==> config.mk <==
export PLATFORM = sky130hd
export DESIGN_NAME = apb_mem_slave
export DESIGN_NICKNAME = d
export VERILOG_FILES = /design/src/rtl/apb_pkg.sv /design/src/rtl/apb_mem_array.sv /design/src/rtl/apb_mem_slave.sv
export SDC_FILE = /design/constraint.sdc
export NUM_CORES = 2
export LEC_CHECK = 0
export BUFFER_PORTS_ARGS = -buffer_cell sky130_fd_sc_hd__buf_4
export CELL_PAD_IN_SITES_DETAIL_PLACEMENT = 1
export CELL_PAD_IN_SITES_GLOBAL_PLACEMENT = 1
export CORE_MARGIN = 4
export CORE_UTILIZATION = 31
export CTS_CLUSTER_DIAMETER = 200
export DETAILED_ROUTE_END_ITERATION = 8
export PLACE_DENSITY_LB_ADDON = 0.1
export SLEW_MARGIN = 40
export SYNTH_ARGS = -nofsm -noshare
export SYNTH_HDL_FRONTEND = slang
export SYNTH_SLANG_ARGS = --single-unit
==> constraint.sdc <==
create_clock -name clk -period 2.8 [get_ports clk]
set_clock_uncertainty 0.05 [all_clocks]
set_input_delay 0.84 -clock clk [delete_from_list [all_inputs] [get_ports clk]]
set_output_delay 0.84 -clock clk [all_outputs]
set_load 0.01 [all_outputs]
==> src/rtl/apb_pkg.sv <==
// Shared APB slave types: FSM state encoding, counter width,
// and the parameter legality limits checked at elaboration.
package apb_pkg;

  typedef enum logic {
    ST_IDLE   = 1'b0,
    ST_ACCESS = 1'b1
  } apb_state_e;

  localparam int WS_MIN = 0;
  localparam int WS_MAX = 15;
  localparam int CNT_W  = 4;

  localparam int DW_8  = 8;
  localparam int DW_16 = 16;
  localparam int DW_32 = 32;

  function automatic bit dw_legal(input int dw);
    return (dw == DW_8) || (dw == DW_16) || (dw == DW_32);
  endfunction

  function automatic bit ws_legal(input int ws);
    return (ws >= WS_MIN) && (ws <= WS_MAX);
  endfunction

endpackage

==> src/rtl/apb_mem_array.sv <==
// Word storage with byte-lane write strobes, async clear to 0.
// Ports: clk, rst_n, we_i, idx_i, wdata_i, strb_i, rdata_o (comb read).
module apb_mem_array #(
  parameter int DATA_WIDTH = 32,
  parameter int DEPTH      = 64,
  localparam int IW = (DEPTH > 1) ? $clog2(DEPTH) : 1,
  localparam int NB = DATA_WIDTH / 8
) (
  input  logic                  clk,
  input  logic                  rst_n,
  input  logic                  we_i,
  input  logic [IW-1:0]         idx_i,
  input  logic [DATA_WIDTH-1:0] wdata_i,
  input  logic [NB-1:0]         strb_i,
  output logic [DATA_WIDTH-1:0] rdata_o
);

  logic [DATA_WIDTH-1:0] mem_q [DEPTH];

  always_ff @(posedge clk or negedge rst_n) begin
    if (!rst_n) begin
      for (int i = 0; i < DEPTH; i++) begin
        mem_q[i] <= '0;
      end
    end else if (we_i) begin
      for (int b = 0; b < NB; b++) begin
        if (strb_i[b]) begin
          mem_q[idx_i][8*b +: 8] <= wdata_i[8*b +: 8];
        end
      end
    end
  end

  assign rdata_o = mem_q[idx_i];

endmodule

==> src/rtl/apb_mem_slave.sv <==
// APB memory slave with programmable wait states and range error.
// Ports: clk, rst_n, psel, penable, pwrite, paddr, pwdata, pstrb -> pready, prdata, pslverr.
module apb_mem_slave
  import apb_pkg::*;
#(
  parameter int ADDR_WIDTH  = 12,
  parameter int DATA_WIDTH  = 32,
  parameter int DEPTH       = 64,
  parameter int WAIT_STATES = 2
) (
  input  logic                    clk,
  input  logic                    rst_n,
  input  logic                    psel,
  input  logic                    penable,
  input  logic                    pwrite,
  input  logic [ADDR_WIDTH-1:0]   paddr,
  input  logic [DATA_WIDTH-1:0]   pwdata,
  input  logic [DATA_WIDTH/8-1:0] pstrb,
  output logic                    pready,
  output logic [DATA_WIDTH-1:0]   prdata,
  output logic                    pslverr
);

  localparam int NB  = DATA_WIDTH / 8;
  localparam int OFF = (NB > 1) ? $clog2(NB) : 0;
  localparam int WIW = ADDR_WIDTH - OFF;
  localparam int IW  = (DEPTH > 1) ? $clog2(DEPTH) : 1;

  localparam logic [CNT_W-1:0] WS_CNT = CNT_W'(WAIT_STATES);
  localparam logic [CNT_W:0]   WS_EXT = (CNT_W+1)'(WAIT_STATES);

  if (!dw_legal(DATA_WIDTH)) begin : g_bad_dw
    $error("apb_mem_slave: DATA_WIDTH must be 8, 16 or 32");
  end
  if (!ws_legal(WAIT_STATES)) begin : g_bad_ws
    $error("apb_mem_slave: WAIT_STATES must be 0..15");
  end
  if (DEPTH < 1) begin : g_bad_depth
    $error("apb_mem_slave: DEPTH must be >= 1");
  end
  if (WIW < IW || WIW > 32) begin : g_bad_aw
    $error("apb_mem_slave: ADDR_WIDTH cannot address DEPTH words");
  end

  apb_state_e            state_q, state_d;
  logic [CNT_W-1:0]      cnt_q, cnt_d;
  logic                  pready_q, pready_d;
  logic                  pslverr_q, pslverr_d;
  logic [DATA_WIDTH-1:0] prdata_q, prdata_d;

  logic [WIW-1:0]        widx;
  logic                  in_rng;
  logic                  mem_we;
  logic                  hit;
  logic [DATA_WIDTH-1:0] mem_rdata;
  logic [DATA_WIDTH-1:0] rd_val;

  assign widx   = paddr[ADDR_WIDTH-1:OFF];
  assign in_rng = 32'(widx) < 32'(DEPTH);

  if (OFF > 0) begin : g_lo
    logic unused_lo;
    assign unused_lo = ^paddr[OFF-1:0];
  end

  // Last wait cycle: the counter is one short of WAIT_STATES, so
  // pready rises after edge T0+WAIT_STATES.
  assign hit = ({1'b0, cnt_q} + 1'b1) == WS_EXT;

  assign rd_val = (in_rng && !pwrite) ? mem_rdata : '0;

  apb_mem_array #(
    .DATA_WIDTH (DATA_WIDTH),
    .DEPTH      (DEPTH)
  ) u_mem (
    .clk     (clk),
    .rst_n   (rst_n),
    .we_i    (mem_we),
    .idx_i   (widx[IW-1:0]),
    .wdata_i (pwdata),
    .strb_i  (pstrb),
    .rdata_o (mem_rdata)
  );

  always_ff @(posedge clk or negedge rst_n) begin
    if (!rst_n) begin
      state_q   <= ST_IDLE;
      cnt_q     <= '0;
      pready_q  <= 1'b0;
      pslverr_q <= 1'b0;
      prdata_q  <= '0;
    end else begin
      state_q   <= state_d;
      cnt_q     <= cnt_d;
      pready_q  <= pready_d;
      pslverr_q <= pslverr_d;
      prdata_q  <= prdata_d;
    end
  end

  always_comb begin
    state_d   = state_q;
    cnt_d     = cnt_q;
    pready_d  = 1'b0;
    pslverr_d = 1'b0;
    prdata_d  = '0;
    mem_we    = 1'b0;
    unique case (state_q)
      ST_IDLE: begin
        if (psel && !penable) begin
          state_d = ST_ACCESS;
          cnt_d   = '0;
          // Zero wait states: complete in the first access cycle.
          if (WAIT_STATES == 0) begin
            pready_d  = 1'b1;
            pslverr_d = !in_rng;
            prdata_d  = rd_val;
          end
        end
      end
      ST_ACCESS: begin
        if (!psel) begin
          state_d = ST_IDLE;
          cnt_d   = '0;
        end else if (pready_q) begin
          state_d = ST_IDLE;
          cnt_d   = '0;
          mem_we  = penable && pwrite && in_rng;
        end else if (penable) begin
          if (cnt_q != WS_CNT) begin
            cnt_d = cnt_q + 1'b1;
          end
          if (hit) begin
            pready_d  = 1'b1;
            pslverr_d = !in_rng;
            prdata_d  = rd_val;
          end
        end
      end
      default: begin
        state_d = ST_IDLE;
        cnt_d   = '0;
      end
    endcase
  end

  assign pready  = pready_q;
  assign pslverr = pslverr_q;
  assign prdata  = prdata_q;

endmodule

Word level (Yosys, flattened, before mapping)
Cells that the tools add are included.
{ "totals": {"mem_count": 0, "rom_bits": 0, "out_inout_bits": 34, "mem_bits_rw": 0, "register_bits": 2087, "elab_cells": 141, "latchBits": 0, "inputBits": 53} }
{ "op_classes": {"eq_ne": 5, "bitwise_logic": 2, "n_shift": 0, "n_reduce_logical": 9, "n_div": 0, "mux": 51, "n_mul": 0, "order_cmp": 3, "add_sub_neg": 2} }
{ "ops": {"columns": ["op", "count"], "rows": [
  ["2048-bit 2-to-1 mux", 7],
  ["2048-bit bitwise mux", 4],
  ["32-bit demux with 6-bit select", 4],
  ["32-bit 2-to-1 mux", 9],
  ["32-bit binary-select mux with 6-bit select", 1],
  ["24-bit 2-to-1 mux", 1],
  ["4-bit 2-to-1 mux", 5],
  ["1-bit 2-to-1 mux", 16],
  ["16-bit 2-to-1 mux", 1],
  ["10-bit by 7-bit less-than comparator with 1-bit output (second input constant)", 1],
  ["8-bit 2-to-1 mux", 1],
  ["4-bit by 2-bit != test with 1-bit output (second input constant)", 2],
  ["4-bit case mux with 2 select lines", 1],
  ["7-bit greater-or-equal comparator (second input constant)", 1],
  ["7-bit by 1-bit less-than comparator with 1-bit output (second input constant)", 1],
  ["6-bit inverter with 7-bit output", 1],
  ["4-bit by 1-bit adder with 5-bit output (second input constant)", 1],
  ["5-bit by 2-bit equality test with 1-bit output (second input constant)", 1],
  ["1-bit logical AND", 5],
  ["4-bit by 1-bit adder with 4-bit output (second input constant)", 1],
  ["4-bit by 3-bit != test with 1-bit output (second input constant)", 1],
  ["1-bit zero test", 3],
  ["3-bit AND reduction", 1],
  ["2-bit != test (second input constant)", 1],
  ["2 further kinds", 2]
]} }

Longest topological paths before layout
{ "logic_depth": {"word_depth": 16, "depth_mapped": 10, "ltp_nobuf": 7} }

Modules after synthesis
From an unflattened synthesis, not the netlist that was laid out.
{ "unflattened": {"cells_unflattened": 7004, "area_unflattened_um2": 94610.7} }
{ "modules_own_cells": {"columns": ["mod", "area_per_inst_um2", "seq_area_each_um2", "instances", "cells_per_inst"], "rows": [
  ["apb_mem_array", 92764.0, 51249.2, 1, 6880],
  ["apb_mem_slave", 1846.8, 975.9, 1, 124]
]} }

Least setup slack after synthesis
No wires, ideal clock.
{ "synth_timing": {"path_type": "input-to-reg", "from": "input port paddr[11]", "to": "register u_mem.mem_q[976] (netlist bit)", "cell_stages": 6, "path_buffers": 1, "t_required_ps": 2625, "setup_ps": 125, "path_slack_ps": -137, "arrival_time_ps": 2762, "path_cell_list": "or4_4 nor3_4 nand2_4 buf_8 nor2_8 mux2_2"} }
{ "synth_via": {"elab_chain_len": 5} }
{ "synth_rtl": {"columns": ["item", "line", "source"], "rows": [
  ["start, declared", "apb_mem_slave.sv:16", "input logic [ADDR_WIDTH-1:0] paddr,"],
  ["10-bit by 7-bit less-than comparator with 1-bit output", "apb_mem_slave.sv:59", "assign in_rng = 32'(widx) < 32'(DEPTH);"],
  ["1-bit logical AND", "apb_mem_slave.sv:128", "mem_we = penable && pwrite && in_rng;"],
  ["1-bit 2-to-1 mux", "apb_mem_slave.sv:125", "end else if (pready_q) begin"],
  ["1-bit 2-to-1 mux", "apb_mem_slave.sv:122", "if (!psel) begin"],
  ["1-bit 2-to-1 mux", "apb_mem_slave.sv:108", "unique case (state_q)"],
  ["end signal, assigned by index", "apb_mem_array.sv:28", "mem_q[idx_i][8*b +: 8] <= wdata_i[8*b +: 8];"],
  ["end, declared", "apb_mem_array.sv:18", "logic [DATA_WIDTH-1:0] mem_q [DEPTH];"]
]} }
Every way passes these cells.
A chain may end at the register's enable or synchronous reset.

Worst setup path in the final report
{ "layout_timing": {"from": "input port paddr[2]", "to": "register prdata_q[7], in the netlist prdata[7]"} }
{ "layout_via": {"elab_chain_len": 10, "word_cells_on_any_way": 12, "classes_between": "1 x order compare; 9 x mux; 1 x bitwise; 1 x reduce/logical"} }
{ "layout_rtl": {"columns": ["item", "line", "source"], "rows": [
  ["6-bit inverter with 7-bit output (not written as such)", "apb_mem_array.sv:34", "assign rdata_o = mem_q[idx_i];"],
  ["32-bit binary-select mux with 6-bit select", "apb_mem_array.sv:34", null],
  ["32-bit 2-to-1 mux (not written as such) (2 in a row)", "apb_mem_array.sv:34", null],
  ["32-bit 2-to-1 mux (*)", "apb_mem_slave.sv:70", "assign rd_val = (in_rng && !pwrite) ? mem_rdata : '0;"],
  ["32-bit 2-to-1 mux (*)", "apb_mem_slave.sv:133", "if (hit) begin"],
  ["32-bit 2-to-1 mux (*)", "apb_mem_slave.sv:129", "end else if (penable) begin"],
  ["32-bit 2-to-1 mux (*)", "apb_mem_slave.sv:125", null],
  ["32-bit 2-to-1 mux (*)", "apb_mem_slave.sv:122", null],
  ["32-bit 2-to-1 mux (*)", "apb_mem_slave.sv:108", null],
  ["named net prdata_d[7]", "apb_mem_slave.sv:49", "logic [DATA_WIDTH-1:0] prdata_q, prdata_d;"],
  ["end signal, assigned", "apb_mem_slave.sv:97", "prdata_q <= prdata_d;"],
  ["end, declared", "apb_mem_slave.sv:49", null]
]} }
The timed path passes the listed nets; every way through them passes the cells marked *. The select of a mux whose other input is x is not followed.

==> flow_summary.toml <==
[routing]
vias = 57400
drc_errors = 0
postRouteWirelength_um = 309000
drt-wirelength-per-cell_um = 27.6
drtAntennaViolNets = 0
starting_drt_drc_count = 2757
drt-pass1-iter-count = 6
detail_route.vias_per_cell = 5.13

[finish]
number_of_fillers_in_the_final_layout = 30900
areaGrowthSynthToFinish_pct = 21.0
layoutNonFillerInstCount = 11200
post-route-cell-area_sq_um = 117000
multi_input_area_sq_um = 42200
final_core_utilization = 0.377
final_layout_size_suffix_gt1_frac = 0.538
seq_area_sq_um = 52200
nets = 6926

[grt]
grt.met2_usage = 0.322
globalRouteMet1Util = 0.268
grt_pass1_wl_um = 458000
global_route.peak_usage_layer = "met2"
grt_util_met3 = 0.0244
grt_pass1_vias = 63400
grt_max_degree = 94
globalRouteTotalUtil = 0.192
grt_antenna_before_repair = 13
grt.overflow.total = 0

[clock_network]
cts_made_buffers = 263
ctsLongestPathBuffers = 4
clkSinkCount = 2087
clk_pin_slew_worst_paths_ns = 0.05
post_cts_buffers = 0
worst_skew_pair.late_latency_ns = 0.87
cts_root_buffer = "sky130_fd_sc_hd__clkbuf_16"
cts_tree = "yes"
h-tree-depth = 5

[sta]
post-route-min-period_ns = 2.82
setup_repair_after_global_routing_missed_its_margin = "no"
hold_viol_final = 0
final-max-slew-violation-count = 0
timing.slew.headroom = 0.438
layout_worst_path_cycle_share = 1.01
setup_viol_count_final = 1
worst-slew-pin-transition_ns = 0.843
final_ws_setup_ns = -0.0190
fmax_ghz = 0.355

[synthesis]
netlist_instances = 6330
postSynthRegisterBits = 2087
synth_enable_flop_cells = 0
ys.flop_type = "sky130_fd_sc_hd__dfrtp_1"
ys_warn_count = 0
synth.yosys.seq_area_share = 0.542
netlist_cell_types = 52
synth_async_sr_flop_share = 1.00
netlist_area_sq_um = 96400
nets_in_the_synthesized_netlist = 6386
syn-mean-instance-area_sq_um = 15.2

[floorplanning]
die_area_sq_um = 320000
die_x_um = 566
number_of_ports_placed_on_the_die_boundary = 87
floorplan.core_area_sq_um = 309000
die_y_um = 566
placement_rows = 204
initial_core_util = 0.312

[critical_path]
startpoint_type = "input port"
required_ns = 3.46
reg2reg_to = "prdata[7]"
setup.worst_path.end_class = "register"
rr_worst_depth = 6
crit_path_start = "paddr[2]"
r2r-start = "u_mem.mem_q[1063]"
timing.setup.critical_path_class = "in2reg"
path_max_fanout = 12
r2r_slack_ns = 0.25
crit_arrival_ns = 3.48

[outcome]
run_status = "complete, but fails checks"
failed_checks = "negative setup slack"

[min_path]
min-delay-start = "pwdata[26]"
hold-path-cell-count = 2
timing.hold.worst.class = "in2reg"
worstHoldEndpoint = "u_mem.mem_q[1722]"

[placement]
place_inst = 10700
hpwl_after_detailed_placement_um = 214000
numPortBuffers = 84
globalplace.congestion = 0.760
dp_slack_ns = -1.12
placed_area_sq_um = 108000

[pwr]
total_leakage_power_nw = 59.7
total_power_w = 0.0661
power.ir.vdd_worst_mv = 0.455
power.density_nw_per_um2 = 567

[job]
max_cap_viol_count = 0
## state kept, by name (all words and copies together), names as in the netlist
name,flops
state_q,1
pready,1
u_mem.mem_q,2048
prdata,32
pslverr,1
cnt_q,4
## worst max-delay path by stage
stage               slack, ns                to  cells past startpoint
finish                  -0.02         prdata[7]                      9
CTS                      0.03         prdata[2]                     10
global placement        -1.15         prdata[7]                      9
detailed placement      -1.12         prdata[7]                      9
global route             0.02         prdata[7]                      9
floorplan               -0.09  u_mem.mem_q[976]                      6
## placed cells by master, fill, tap and decap left out, types with 7 or more instances in the layout
| cell type | synthesis | final |
|---|---|---|
| sky130_fd_sc_hd__nand4_1 | 118 | 118 |
| sky130_fd_sc_hd__nand2_2 | 1 | 39 |
| sky130_fd_sc_hd__clkbuf_1 | 361 | 73 |
| sky130_fd_sc_hd__nor2_8 | 240 | 240 |
| sky130_fd_sc_hd__inv_6 | 0 | 7 |
| sky130_fd_sc_hd__clkinv_2 | 0 | 28 |
| sky130_fd_sc_hd__nor2_2 | 16 | 16 |
| sky130_fd_sc_hd__nor2_1 | 10 | 8 |
| sky130_fd_sc_hd__mux4_2 | 252 | 252 |
| sky130_fd_sc_hd__and4_1 | 29 | 29 |
| sky130_fd_sc_hd__buf_12 | 0 | 224 |
| sky130_fd_sc_hd__inv_1 | 8 | 8 |
| sky130_fd_sc_hd__a211oi_1 | 32 | 27 |
| sky130_fd_sc_hd__a22oi_1 | 536 | 534 |
| sky130_fd_sc_hd__clkbuf_16 | 0 | 272 |
| sky130_fd_sc_hd__a2111oi_0 | 34 | 33 |
| sky130_fd_sc_hd__buf_4 | 0 | 547 |
| sky130_fd_sc_hd__nor2b_1 | 13 | 13 |
| sky130_fd_sc_hd__nor4b_1 | 32 | 29 |
| sky130_fd_sc_hd__mux2i_1 | 11 | 11 |
| sky130_fd_sc_hd__o21ai_0 | 11 | 11 |
| sky130_fd_sc_hd__mux2_2 | 2053 | 2053 |
| sky130_fd_sc_hd__diode_2 | 0 | 7 |
| sky130_fd_sc_hd__a22o_1 | 12 | 12 |
| sky130_fd_sc_hd__a31oi_1 | 68 | 68 |
| sky130_fd_sc_hd__nand2_1 | 140 | 102 |
| sky130_fd_sc_hd__clkbuf_8 | 0 | 48 |
| sky130_fd_sc_hd__dfrtp_1 | 2087 | 2087 |
| sky130_fd_sc_hd__mux2_1 | 7 | 7 |
| sky130_fd_sc_hd__and4b_1 | 29 | 28 |
| sky130_fd_sc_hd__a21oi_1 | 10 | 10 |
## synth_stat cells (34+ instances only)
cell type	number	area, sq um
sky130_fd_sc_hd__a2111oi_0	34	298
sky130_fd_sc_hd__a22oi_1	536	4020
sky130_fd_sc_hd__a31oi_1	68	425
sky130_fd_sc_hd__buf_1	61	229
sky130_fd_sc_hd__buf_2	58	290
sky130_fd_sc_hd__clkbuf_1	361	1360
sky130_fd_sc_hd__dfrtp_1	2087	52200
sky130_fd_sc_hd__mux2_2	2053	23100
sky130_fd_sc_hd__mux4_2	252	5680
sky130_fd_sc_hd__nand2_1	140	526
sky130_fd_sc_hd__nand4_1	118	738
sky130_fd_sc_hd__nor2_8	240	4800
## report_power, final
| part | leakage, nW | switching (W) | internal [W] |
|---|---|---|---|
| sequential | 29.2 | 0.00000506 | 0.0302 |
| combinational | 26.5 | 0.00218 | 0.000847 |
| clock | 4.05 | 0.0134 | 0.0195 |
## cell families (layout without fill, tap and decap cells)
family,count (synthesis),count (layout),share of synthesized area
AO/OA/AOI/OAI,724,724,0.0557
adder cells (fa/ha/maj),3,3,0.000389
buffers and inverters,512,1231,0.0235
flip-flops,2087,2087,0.542
multiplexers,2323,2323,0.301
other,0,7,0
AND/OR/NAND/NOR,681,681,0.0779
## routing by layer
metal	part of all wire	wire length, um	vias up
met4	0.018	5410	4
met3	0.030	9360	325
met5	0.000068	21	-
met2	0.49	151000	765
met1	0.46	143000	31300
li1	-	-	25000
## through the flow
step	setup TNS, ns	hold slack [ns]
after global routing	0	0.170
after detailed placement	-897.42	0.422
after floorplan	-164.06	0.400
after global placement	-862.89	0.415
final	-0.0190	0.215
after CTS	0	0.126
## final cells by class
cell class              instances  share of cell area
diodes                          7            0.000150
clock buffers                 393              0.0664
clock inverters                51             0.00439
inverters                       8            0.000257
multi-input cells            3731               0.362
flip-flops and latches       2087               0.448
well taps                    4120              0.0442
repair buffers                779              0.0747
## worst max-delay path: stages
cell and delay (ns):
sky130_fd_sc_hd__buf_12 0.17, sky130_fd_sc_hd__buf_4 0.32, sky130_fd_sc_hd__buf_4 0.19, sky130_fd_sc_hd__mux4_2 0.53, sky130_fd_sc_hd__a22oi_2 0.37, sky130_fd_sc_hd__nand4_1 0.34, sky130_fd_sc_hd__buf_4 0.26, sky130_fd_sc_hd__a211oi_2 0.29
sky130_fd_sc_hd__a31oi_1 0.13
## what timing repair did
item,CTS,global route
endpoints found under the hold margin,27,0
setup endpoints to repair,5,5
pin swaps,0,1
resized for setup,6,5
hold buffers,1,0
Power figures use the tool's default switching activity.
